--- src/rtl/pipeline_controller.sv ---
// Stall/bubble controller for a 5-stage MIPS-style pipeline: load-use interlock,
// data-memory wait, fetch wait, plus stall statistics and a memory watchdog.
module pipeline_controller (
  input  logic        clk,
  input  logic        reset,
  input  logic [31:0] id_instr,
  input  logic        exe_GPR_we,
  input  logic [4:0]  exe_GPR_waddr,
  input  logic [1:0]  exe_GPR_wdata_select,
  input  logic        dmem_busy,
  input  logic        imem_ready,
  input  logic        stat_clr,
  output logic        pc_ena,
  output logic        if_id_ena,
  output logic        id_exe_ena,
  output logic        exe_mem_ena,
  output logic        mem_wb_ena,
  output logic        if_id_bubble,
  output logic        id_exe_bubble,
  output logic [15:0] stall_count,
  output logic        mem_timeout,
  output logic [1:0]  ctrl_state
);

  localparam logic [1:0] RUN        = 2'b00;
  localparam logic [1:0] LOAD_STALL = 2'b01;
  localparam logic [1:0] MEM_WAIT   = 2'b10;
  localparam logic [1:0] FETCH_WAIT = 2'b11;

  logic [1:0] state;
  logic [1:0] state_next;
  logic [7:0] wait_cnt;
  logic [5:0] opcode;
  logic [4:0] rs;
  logic [4:0] rt;
  logic       rt_used;
  logic       load_use;

  function automatic logic [15:0] sat_inc16(input logic [15:0] v);
    return (v == 16'hFFFF) ? v : v + 16'd1;
  endfunction

  function automatic logic [7:0] sat_inc8(input logic [7:0] v);
    return (v == 8'hFF) ? v : v + 8'd1;
  endfunction

  assign opcode  = id_instr[31:26];
  assign rs      = id_instr[25:21];
  assign rt      = id_instr[20:16];
  assign rt_used = (opcode == 6'b000000) || (opcode == 6'b101011) ||
                   (opcode == 6'b000100) || (opcode == 6'b000101);

  assign load_use = exe_GPR_we && (exe_GPR_wdata_select == 2'b01) &&
                    (exe_GPR_waddr != 5'd0) &&
                    ((exe_GPR_waddr == rs) || (rt_used && (exe_GPR_waddr == rt)));

  // The interlock bubble already separates the load from its consumer, so
  // LOAD_STALL must not re-trigger on the same ID instruction.
  always_comb begin
    pc_ena        = 1'b1;
    if_id_ena     = 1'b1;
    id_exe_ena    = 1'b1;
    exe_mem_ena   = 1'b1;
    mem_wb_ena    = 1'b1;
    if_id_bubble  = 1'b0;
    id_exe_bubble = 1'b0;
    state_next    = RUN;
    if (dmem_busy) begin
      pc_ena      = 1'b0;
      if_id_ena   = 1'b0;
      id_exe_ena  = 1'b0;
      exe_mem_ena = 1'b0;
      mem_wb_ena  = 1'b0;
      state_next  = MEM_WAIT;
    end else if (load_use && (state != LOAD_STALL)) begin
      pc_ena        = 1'b0;
      if_id_ena     = 1'b0;
      id_exe_bubble = 1'b1;
      state_next    = LOAD_STALL;
    end else if (!imem_ready) begin
      pc_ena       = 1'b0;
      if_id_bubble = 1'b1;
      state_next   = FETCH_WAIT;
    end
  end

  always_ff @(posedge clk or negedge reset) begin
    if (!reset) begin
      state <= RUN;
    end else begin
      state <= state_next;
    end
  end

  always_ff @(posedge clk or negedge reset) begin
    if (!reset) begin
      stall_count <= 16'd0;
    end else if (stat_clr) begin
      stall_count <= 16'd0;
    end else if (!pc_ena) begin
      stall_count <= sat_inc16(stall_count);
    end
  end

  // Watchdog: flag raises on the edge that brings the run of busy cycles to 255.
  always_ff @(posedge clk or negedge reset) begin
    if (!reset) begin
      wait_cnt    <= 8'd0;
      mem_timeout <= 1'b0;
    end else begin
      wait_cnt <= dmem_busy ? sat_inc8(wait_cnt) : 8'd0;
      if (stat_clr) begin
        mem_timeout <= 1'b0;
      end else if (dmem_busy && (wait_cnt >= 8'd254)) begin
        mem_timeout <= 1'b1;
      end
    end
  end

  assign ctrl_state = state;

endmodule

--- config.mk ---
export PLATFORM = sky130hd
export DESIGN_NAME = pipeline_controller
export DESIGN_NICKNAME = d
export VERILOG_FILES = /design/src/rtl/pipeline_controller.sv
export SDC_FILE = /design/constraint.sdc
export NUM_CORES = 1
export LEC_CHECK = 0
export CAP_MARGIN = 40
export CORE_MARGIN = 4
export CORE_UTILIZATION = 42
export CTS_CLUSTER_DIAMETER = 80
export DETAILED_ROUTE_END_ITERATION = 7
export GPL_TIMING_DRIVEN = 0
export PLACE_DENSITY = 0.83
export SYNTH_ARGS = -nofsm -noshare
export SYNTH_HDL_FRONTEND = slang
export SYNTH_SLANG_ARGS = --single-unit
--- constraint.sdc ---
create_clock -name clk -period 2.95 [get_ports clk]
set_clock_uncertainty 0.2 [all_clocks]
set_input_delay 0.59 -clock clk [delete_from_list [all_inputs] [get_ports clk]]
set_output_delay 0.59 -clock clk [all_outputs]
set_load 0.01 [all_outputs]
# Word-level counts from Yosys, hierarchy flattened
# Index checks and enable logic that the tools add are counted.
# W data, S select, Z words.
# word_totals
register_bits	27
input_bits	45
wordCells	54
# classes
addsub	2
n_lt_le_gt_ge	1
n_eq_ne	12
muxes	21
reduce_logical	14
# op_table
op	n
$mux W16	3
$add A16 B1 Y16 const B	1
$eq A16 B16 Y1 const B	1
$mux W8	2
$mux W1	13
$eq A6 B3 Y1 const B	2
$eq A5 B5 Y1	2
$add A8 B1 Y8 const B	1
$eq A8 B8 Y1 const B	1
$ge A8 B8 Y1 const B	1
$eq A6 B6 Y1 const B	1
$logic_and A1 B1 Y1	6
$logic_not A6 Y1	1
$mux W2	3
$ne A2 B2 Y1 const B	3
$reduce_bool A5 Y1	1
$logic_or A1 B1 Y1	4
$eq A2 B1 Y1 const B	1
$ne A2 B1 Y1 const B	1
$reduce_and A2 Y1	1
$reduce_bool A2 Y1	1

# Logic depth before layout (Yosys ltp)
# Gate-level depths: netlist (run 1).
# depth
ltp_word	12
depth_mapped	8
mapped_depth_nobuf	7

# Worst setup path before layout (run 1)
# Ideal clock, no wire load.
# synth_path
kind	input-to-output
start	in exe_GPR_waddr[1]
end	out pc_ena
t_arrival_ps	2077
required_time_ps	2160
path_slack_ps	83
cell_stages	6
path_buffers	2
path_cell_list	or4_1 -> o211ai_1 -> a2111o_1 -> o2111a_1 -> buf_2 -> buf_2
# synth_between
elab_chain_len	7
elab_cells_between_ends	10
classes_between	eq/ne: 2; mux: 2; reduce/logical: 6
# synth_rtl
element	line_no	source
start: declaration	8	input logic [4:0] exe_GPR_waddr,
$eq A5 B5 Y1	55	((exe_GPR_waddr == rs) || (rt_used && (exe_GPR_waddr == rt)));
$logic_and A1 B1 Y1	55	
$logic_or A1 B1 Y1	55	
$logic_and A1 B1 Y1 (*)	54	(exe_GPR_waddr != 5'd0) &&
$logic_and A1 B1 Y1 (*)	75	end else if (load_use && (state != LOAD_STALL)) begin
$mux W1 (*)	75	
$mux W1 (*)	68	if (dmem_busy) begin
end: declaration	13	output logic pc_ena,
# Mark *: on every way between the ends. The rest lies on a longest branch, timed or not.

# Worst setup path after layout (run 1)
# layout_path
start	in id_instr[31]
end	out pc_ena
# layout_between
elab_chain_len	10
elab_cells_between_ends	13
classes_between	eq/ne: 3; mux: 2; reduce/logical: 8
# layout_rtl
element	line_no	source
start: declaration	6	input logic [31:0] id_instr,
$eq A6 B6 Y1 or $logic_not A6 Y1 (tied branches)	50	assign rt_used = (opcode == 6'b000000) || (opcode == 6'b101011) ||
$logic_or A1 B1 Y1 (2 in series)	50	
$logic_or A1 B1 Y1 (*)	51	(opcode == 6'b000100) || (opcode == 6'b000101);
$logic_and A1 B1 Y1 (*)	55	
$logic_or A1 B1 Y1 (*)	55	
$logic_and A1 B1 Y1 (*)	54	
$logic_and A1 B1 Y1 (*)	75	
$mux W1 (*)	75	
$mux W1 (*)	68	
# Marks and branches as above.

==> results.txt, run 1 <==
----------------------------------------------------
[Run status]
  Status ... finished, violations left
  Violated checks ... setup timing

[Timing]
  Max transition margin ... 0.6035
  RSZ-0062 raised after global routing ... yes
  Final Hold Violating Endpoints ... 0
  Setup violators final ... 1
  Number of max-slew violations in the final report ... 0
  Maximum achievable frequency ... 338.9 MHz
  Worst hold margin ... 319.7 ps
  Slew at the pin closest to its max-slew limit ... 592.9 ps
  Post-layout min period ... 2951 ps
  Final cycle utilization of the critical path ... 1.000
  Final Worst Setup Slack ... -1.050 ps

[Power and ir drop]
  Power density of the placed cells ... 309.7 mW/mm²
  Static leakage ... 0.9606 nW
  Share of total power in combinational logic ... 0.185
  Total chip power ... just over 0.0007 W
  Switching power ... 0.0001768 W
  Sequential share of power ... 0.531
  Worst ir drop on vdd ... between 0.15 and 0.2 mV
  Switching portion of total power ... 0.2432
  Clock network fraction of design power ... 0.284
  Pint ... 0.0005504 W

[Setup path]
  Worst Setup Path Type ... in2out
  End of the critical path ... pc_ena
  Launch point of the worst path ... id_instr[31]
  Critical path startpoint category ... input port
  RR Endpoint ... stall_count[1]
  Critical path's slowest cell ... sky130_fd_sc_hd__or4_1
  Cell-by-cell trace of the critical path ... buf_6 -> or4_1 -> a2111o_1 -> o2111a_1 -> buf_6 -> buf_6 -> buf_6
  Required time reported for the critical path endpoint ... 2160 ps
  Cell depth of the worst flop-to-flop path ... 8
  Cell seen most often among critical-path stages ... sky130_fd_sc_hd__buf_6
  Top delay family on crit path ... compound AO/OA/AOI/OAI gates
  Flop2flop setup slack ... 390 ps
  Number of stages on the worst setup path ... 7
  WP data arrival ... about 2200 ps
  Reg2Reg Launch Point ... stall_count[0]
  Crit-path max cell delay ... 510 ps
  Crit. End Element ... output pin
  Largest fanout on the critical path ... 2
  Critical path buffer and inverter count ... 4

[Routing]
  Drt total wl ... 4219 µm
  Number of design rule violations left after detail routing ... 0
  Number of search-and-repair iterations in the first detailed-routing pass ... 4
  Number of routed nets with antenna violations ... 0
  DRT iter0 DRCs ... 48
  Wire length per cell after detailed routing ... 14.55 µm
  Vias per inst ... approximately 5.5
  Detailed-route via count ... 1589

[Synth]
  Fraction of the yosys area taken by sequential cells ... 0.4160
  Synthesized instance count ... 178
  Number of nets produced by synthesis ... 226
  Synth Area per Inst ... 9.124 µm²
  Distinct cell type count of the synthesized netlist ... 38
  Most used flip-flop cell after synthesis ... sky130_fd_sc_hd__dfrtp_1
  Summed instance area of the synthesized netlist ... between 0.0015 and 0.002 mm²
  Proportion of register bits with asynchronous set or reset after synthesis ... 1.000
  Post-synth EDFFs ... 0
  Synthesis-stage register bit count ... 27
  Syn. warnings ... 0

[Placed design]
  Global placement routability congestion ... ~0.80
  Inst Count DP ... 280
  Port Buffer Count ... 53
  DPL Wire Length ... 3095 µm

[Run]
  Number of violations of the max-capacitance limit ... 0

[Global routing]
  Wire length of the first global-routing pass ... 7162 µm
  Maximum number of pins on one net before global-route repair ... 18
  All-Layer GR Usage ... 0.1751
  Antenna violations before repair ... 0
  Vias in the first global route ... 1564
  Congestion Overflow GR ... 0

[Floorplanning]
  Die outline width ... around 70 µm
  Initial cell density of the core ... 0.4403
  Number of rows created at floorplan ... 22
  Total I/O pin count ... 71
  Area of the die ... roughly 0.0049 mm²
  Core Footprint ... ~0.0037 mm²
  Vertical die dimension ... around 70 µm

[CTS]
  Clock tree from TritonCTS ... built
  Clock latency reported for the late side of the worst-skew pair ... around 270 ps
  Clock H-tree levels ... 1
  Clock-pin slew reported for the worst setup and hold paths after clock tree synthesis ... about 90 ps
  Bufs on Longest Clock Path ... 2
  Root Buffer Master ... sky130_fd_sc_hd__clkbuf_8
  Number of buffers created by CTS ... 3
  Clock sink count ... 27

[Finish]
  Antenna diode instance count ... 0
  Number of standard cells in the final layout excluding fillers ... 290
  Fraction of final layout cells with drive strength greater than 1 ... 0.1777
  Total Nets Final ... just under 300
  Area added between synthesis and finish ... 44.61%

[Min path]
  Type of the worst min-delay path ... reg2reg

----------------------------------------------------
-- state kept, by name (all words and copies together) (netlist names) --
| register | flops |
|---|---|
| wait_cnt | 8 |
| stall_count | 16 |
| ctrl_state | 2 |
| mem_timeout | 1 |
-- worst min-delay path by stage --
stage	slack (ps)	cells past startpoint	end	from
detailed placement	290	2	mem_timeout	mem_timeout
global placement	290	2	mem_timeout	mem_timeout
CTS	320	1	wait_cnt[6]	wait_cnt[6]
finish	320	1	wait_cnt[6]	wait_cnt[6]
floorplan	90	0	ctrl_state[0]	reset
global route	350	1	wait_cnt[6]	wait_cnt[6]
-- cell type report --
class	count	area (µm²)
plain buffers	10	70.07
well taps	48	60.06
multi-input cells	135	902.1
flip-flops and latches	27	675.6
inverters	6	22.52
repair buffers	60	573.1
fillers	323	1340
clock buffers	4	45.04
-- cell usage in the layout (no fill, tap or decap), drive strengths merged, types with 4 or more instances in the layout --
master and count:
dlygate4sd2 6, nor2 16, inv 5, nor2b 4, xnor2 8, nor3 4
nand3 5, nand4 8, dfrtp 27, buf 24, or4 12, o21ai 7
o31ai 9, a21oi 13, nor4 4, clkbuf 10, clkdlybuf4s50 31, xor2 6
nand2 10
-- kinds of logic (layout without fill, tap and decap cells) --
family                     count (synthesis)  after routing  share of synthesized area
adders and majority gates                  3              3                    0.02311
buffers and inverters                     16             80                    0.04853
muxes                                      3              3                    0.02080
and+or+nand+nor                           76             76                     0.2612
DFF                                       27             27                     0.4160
xor gates and xnor gates                  14             14                    0.07550
AOI/OAI and AO/OA                         39             39                     0.1549
-- synthesized netlist by cell type, drive strengths merged (2+ instances only) --
cell | number | share of area
o31ai | 9 | 0.042
nand4 | 8 | 0.031
a31oi | 3 | 0.012
mux2 | 3 | 0.021
a21oi | 13 | 0.040
nor3 | 4 | 0.012
xor2 | 6 | 0.032
nor2b | 4 | 0.015
nand2 | 10 | 0.023
or4 | 12 | 0.055
inv | 5 | 0.012
o21ai | 7 | 0.022
buf | 7 | 0.028
or2 | 2 | 0.0077
nand3 | 5 | 0.015
clkbuf | 3 | 0.0069
xnor2 | 8 | 0.043
nor4 | 4 | 0.015
nor2 | 16 | 0.037
o41ai | 2 | 0.011
ha | 3 | 0.023
nand2b | 3 | 0.012
and3 | 3 | 0.012
dfrtp | 27 | 0.42
-- timing repair --
action / in CTS / in global routing
buffers inserted: 5 / 1
resized for setup: 65 / 12
gates cloned: 0 / 0
endpoints found under the hold margin: 0 / 0
pin swaps: 10 / 3
setup endpoints to repair: 18 / 16
hold buffers: 0 / 0
-- power by group through the flow --
stage               Combinational (W)  Clock, W  Sequential, W
global placement             0.000125         0       0.000393
global route                 0.000147  0.000227       0.000388
floorplan                   0.0000502         0       0.000394
finish                       0.000134  0.000207       0.000386
CTS                          0.000136  0.000213       0.000386
detailed placement           0.000133         0       0.000393
-- per-layer routing --
layer	up-vias	GRT usage	routed length (µm)
li1	784	-	-
met4	0	0.05319	52
met5	-	0	0
met3	5	0.02878	260
met2	58	0.2833	1951
met1	742	0.2395	1954
-- per-stage QoR --
stage | area (µm²) | TNS (ps) | utilization | worst slack, ps
final | 2349 | -1.050 | 0.6367 | -1.050
after global routing | 2349 | -89.60 | 0.6367 | -81.88
after CTS | 2316 | -23.82 | 0.6279 | -23.82
after detailed placement | 2242 | -9533 | 0.6079 | -1221
after global placement | 2215 | -8926 | 0.6004 | -1201
after floorplan | 1624 | 0 | - | 83.33
Power figures use the tool's default switching activity.
==> run 2, diff against run 1 <==
--- a/config.mk
+++ b/config.mk
@@ -12,6 +12,8 @@
 export DETAILED_ROUTE_END_ITERATION = 7
 export GPL_TIMING_DRIVEN = 0
 export PLACE_DENSITY = 0.83
+export RECOVER_POWER = 50
+export SKIP_LAST_GASP = 1
 export SYNTH_ARGS = -nofsm -noshare
 export SYNTH_HDL_FRONTEND = slang
 export SYNTH_SLANG_ARGS = --single-unit
==> run 2 against run 1 <==
  * The run still ends with setup timing left
  * First-iteration DRC count unchanged
  * Die area unchanged
  * Clock power about the same
  * Core utilization down 0.85 points
  * Worst hold slack lost 3.3 ps
==> results.txt, run 2 (synthesis results as in run 1) <==
----------------------------------------------------
[Global routing]
  Antenna violations before repair ... 0 (unchanged)
  Maximum number of pins on one net before global-route repair ... 18 (unchanged)
  All-Layer GR Usage ... 0.1751 (unchanged)
  Congestion Overflow GR ... 0 (unchanged)
  Vias in the first global route ... 1564 (unchanged)
  Wire length of the first global-routing pass ... 7162 µm (unchanged)

[CTS]
  Root Buffer Master ... sky130_fd_sc_hd__clkbuf_8
  Number of buffers created by CTS ... 3 (unchanged)
  Clock H-tree levels ... 1 (unchanged)
  Bufs on Longest Clock Path ... 2 (unchanged)
  Clock-pin slew reported for the worst setup and hold paths after clock tree synthesis ... 90 ps (about the same)
  Clock sink count ... 27 (unchanged)
  Clock tree from TritonCTS ... built
  Clock latency reported for the late side of the worst-skew pair ... 270 ps (about the same)

[Floorplanning]
  Area of the die ... 0.004926 mm² (unchanged)
  Number of rows created at floorplan ... 22 (unchanged)
  Initial cell density of the core ... 0.4403 (unchanged)
  Core Footprint ... 0.003689 mm² (unchanged)
  Die outline width ... 70.19 µm (unchanged)
  Vertical die dimension ... 70.19 µm (unchanged)
  Total I/O pin count ... 71 (unchanged)

[Setup path]
  Worst Setup Path Type ... in2out
  Critical path buffer and inverter count ... 4 (unchanged)
  Number of stages on the worst setup path ... 8 (+1)
  Critical path's slowest cell ... sky130_fd_sc_hd__a2111o_1
  Cell seen most often among critical-path stages ... sky130_fd_sc_hd__buf_6
  Crit-path max cell delay ... 460 ps (-50 ps)
  Cell-by-cell trace of the critical path ... buf_2 -> nor2b_4 -> or4_1 -> a2111o_1 -> o2111a_1 -> buf_6 -> buf_6 -> buf_6
  Top delay family on crit path ... compound AO/OA/AOI/OAI gates
  WP data arrival ... 2170 ps (about the same)
  Critical path startpoint category ... input port
  Crit. End Element ... output pin
  Cell depth of the worst flop-to-flop path ... 8 (unchanged)
  Reg2Reg Launch Point ... stall_count[0]
  Flop2flop setup slack ... 210 ps (-180 ps)
  Required time reported for the critical path endpoint ... 2160 ps (about the same)
  Largest fanout on the critical path ... 2 (unchanged)
  RR Endpoint ... stall_count[1]

[Finish]
  Fraction of final layout cells with drive strength greater than 1 ... 0.1694 (-0.008264)
  Leading cell types in the layout, fill and taps excluded ... sky130_fd_sc_hd__dfrtp_1 (27), sky130_fd_sc_hd__clkdlybuf4s50_1 (25), sky130_fd_sc_hd__nor2_1 (16)
  Storage element area ... 675.6 µm² (unchanged)
  Antenna diode instance count ... 0 (unchanged)
  Register with the most flip-flops ... stall_count
  Combined area of the multi-input logic cells ... 902.1 µm² (unchanged)
  Post-layout instance area ... 0.002317 mm² (-1.3%)
  Total Nets Final ... 291 (unchanged)
  Fin util ... 0.6282 (-0.008480)
  Number of filler instances in the final layout ... 324 (+0.31%)
  Max FFs per register ... 16 (unchanged)
  Area added between synthesis and finish ... 42.68%
  Most common cell after layout, fill and taps aside ... sky130_fd_sc_hd__dfrtp_1

[Timing]
  Final Worst Setup Slack ... -8.455 ps (-7.405 ps)
  Maximum achievable frequency ... 338.0 MHz (-0.25%)
  Final cycle utilization of the critical path ... 1.003 (+0.002510)
  Max transition margin ... 0.3820 (-0.2215)
  Number of max-slew violations in the final report ... 0 (unchanged)
  Worst hold margin ... 316.4 ps (-3.278 ps)
  Post-layout min period ... 2958 ps (+7.405 ps)
  Slew at the pin closest to its max-slew limit ... 927.0 ps (+334.1 ps)
  RSZ-0062 raised after global routing ... yes
  Final Hold Violating Endpoints ... 0 (unchanged)
  Setup violators final ... 1 (unchanged)

[Routing]
  Wire length per cell after detailed routing ... 14.54 µm (about the same)
  Number of search-and-repair iterations in the first detailed-routing pass ... 4 (unchanged)
  DRT iter0 DRCs ... 48 (unchanged)
  Number of design rule violations left after detail routing ... 0 (unchanged)
  Detailed-route via count ... 1588 (-0.063%)
  Drt total wl ... 4216 µm (about the same)
  Vias per inst ... 5.476 (about the same)
  Number of routed nets with antenna violations ... 0 (unchanged)

[Placed design]
  DPL Wire Length ... 3095 µm (unchanged)
  Global placement routability congestion ... 0.7988 (unchanged)
  Instance area after placement ... 0.002242 mm² (unchanged)
  Port Buffer Count ... 53 (unchanged)

[Power and ir drop]
  Worst ir drop on vdd ... 0.1900 mV (-0.26%)
  Static leakage ... 0.9542 nW (-0.67%)
  Power density of the placed cells ... 311.5 mW/mm² (+0.58%)

[Min path]
  Type of the worst min-delay path ... reg2reg
  Hold-critical path endpoint ... mem_timeout
  Worst hold path cell count ... 2 (+1)
  Min-delay src ... mem_timeout

[Run status]
  Status ... finished, violations left
  Violated checks ... setup timing

[Run]
  Number of violations of the max-capacitance limit ... 0 (unchanged)

----------------------------------------------------
run 2: worst max-delay path by stage:
stage,startpoint,to
after detailed placement,exe_GPR_waddr[1],pc_ena
after floorplan,exe_GPR_waddr[1],pc_ena
after global placement,exe_GPR_waddr[1],pc_ena
after CTS,exe_GPR_waddr[4],pc_ena
after global routing,exe_GPR_waddr[4],pc_ena
final,id_instr[26],pc_ena
run 2: layout make-up:
cell class	instances	area share
Buffer	10	0.02970
Inverter	6	0.009719
Multi-Input combinational cell	135	0.3893
Tap cell	48	0.02592
Clock buffer	4	0.01944
Sequential cell	27	0.2916
Timing Repair Buffer	60	0.2343
run 2: per-stage QoR:
step / setup TNS, ps / setup WS, ps / power, W / cells
6_report: -8.455 / -8.455 / 0.0007217 / 290
5_1_grt: -103.3 / -81.88 / 0.0007548 / 290
4_1_cts: -23.82 / -23.82 / 0.0007353 / 289
3_5_place_dp: -9533 / -1221 / 0.0005265 / 280
3_3_place_gp: -8926 / -1201 / 0.0005183 / 279
2_1_floorplan: 0 / 83.33 / 0.0004446 / 178
run 2: worst register-to-register path: cells and delay by family (launching register included):
family | cells | cell delay [ps]
AND/OR/NAND/NOR | 3 | 860
adder cells (fa/ha/maj) | 1 | 210
AO/OA/AOI/OAI | 2 | 290
buffers and inverters | 2 | 700
flip-flops | 1 | 410
run 2: timing repair:
item	4_1_cts	5_1_grt
hold buffers	0	0
pin swaps	10	3
endpoints found under the setup margin	18	16
gates resized for setup	65	10
buffers inserted	5	1
cloned	0	0
run 2: power by group:
| part | internal, W | switching, W |
|---|---|---|
| combinational | 0.0000708 | 0.0000576 |
| clock | 0.0000966 | 0.000111 |
| sequential | 0.000377 | 0.00000848 |
| total | 0.000545 | 0.000177 |
run 2: metal layers:
layer	part of all wire	routed length, µm	global-route usage	vias up
met3	0.059	247	0.02878	5
met2	0.46	1954	0.2833	52
li1	-	-	-	784
met5	0	0	0	-
met1	0.47	1963	0.2395	747
met4	0.012	52	0.05319	0
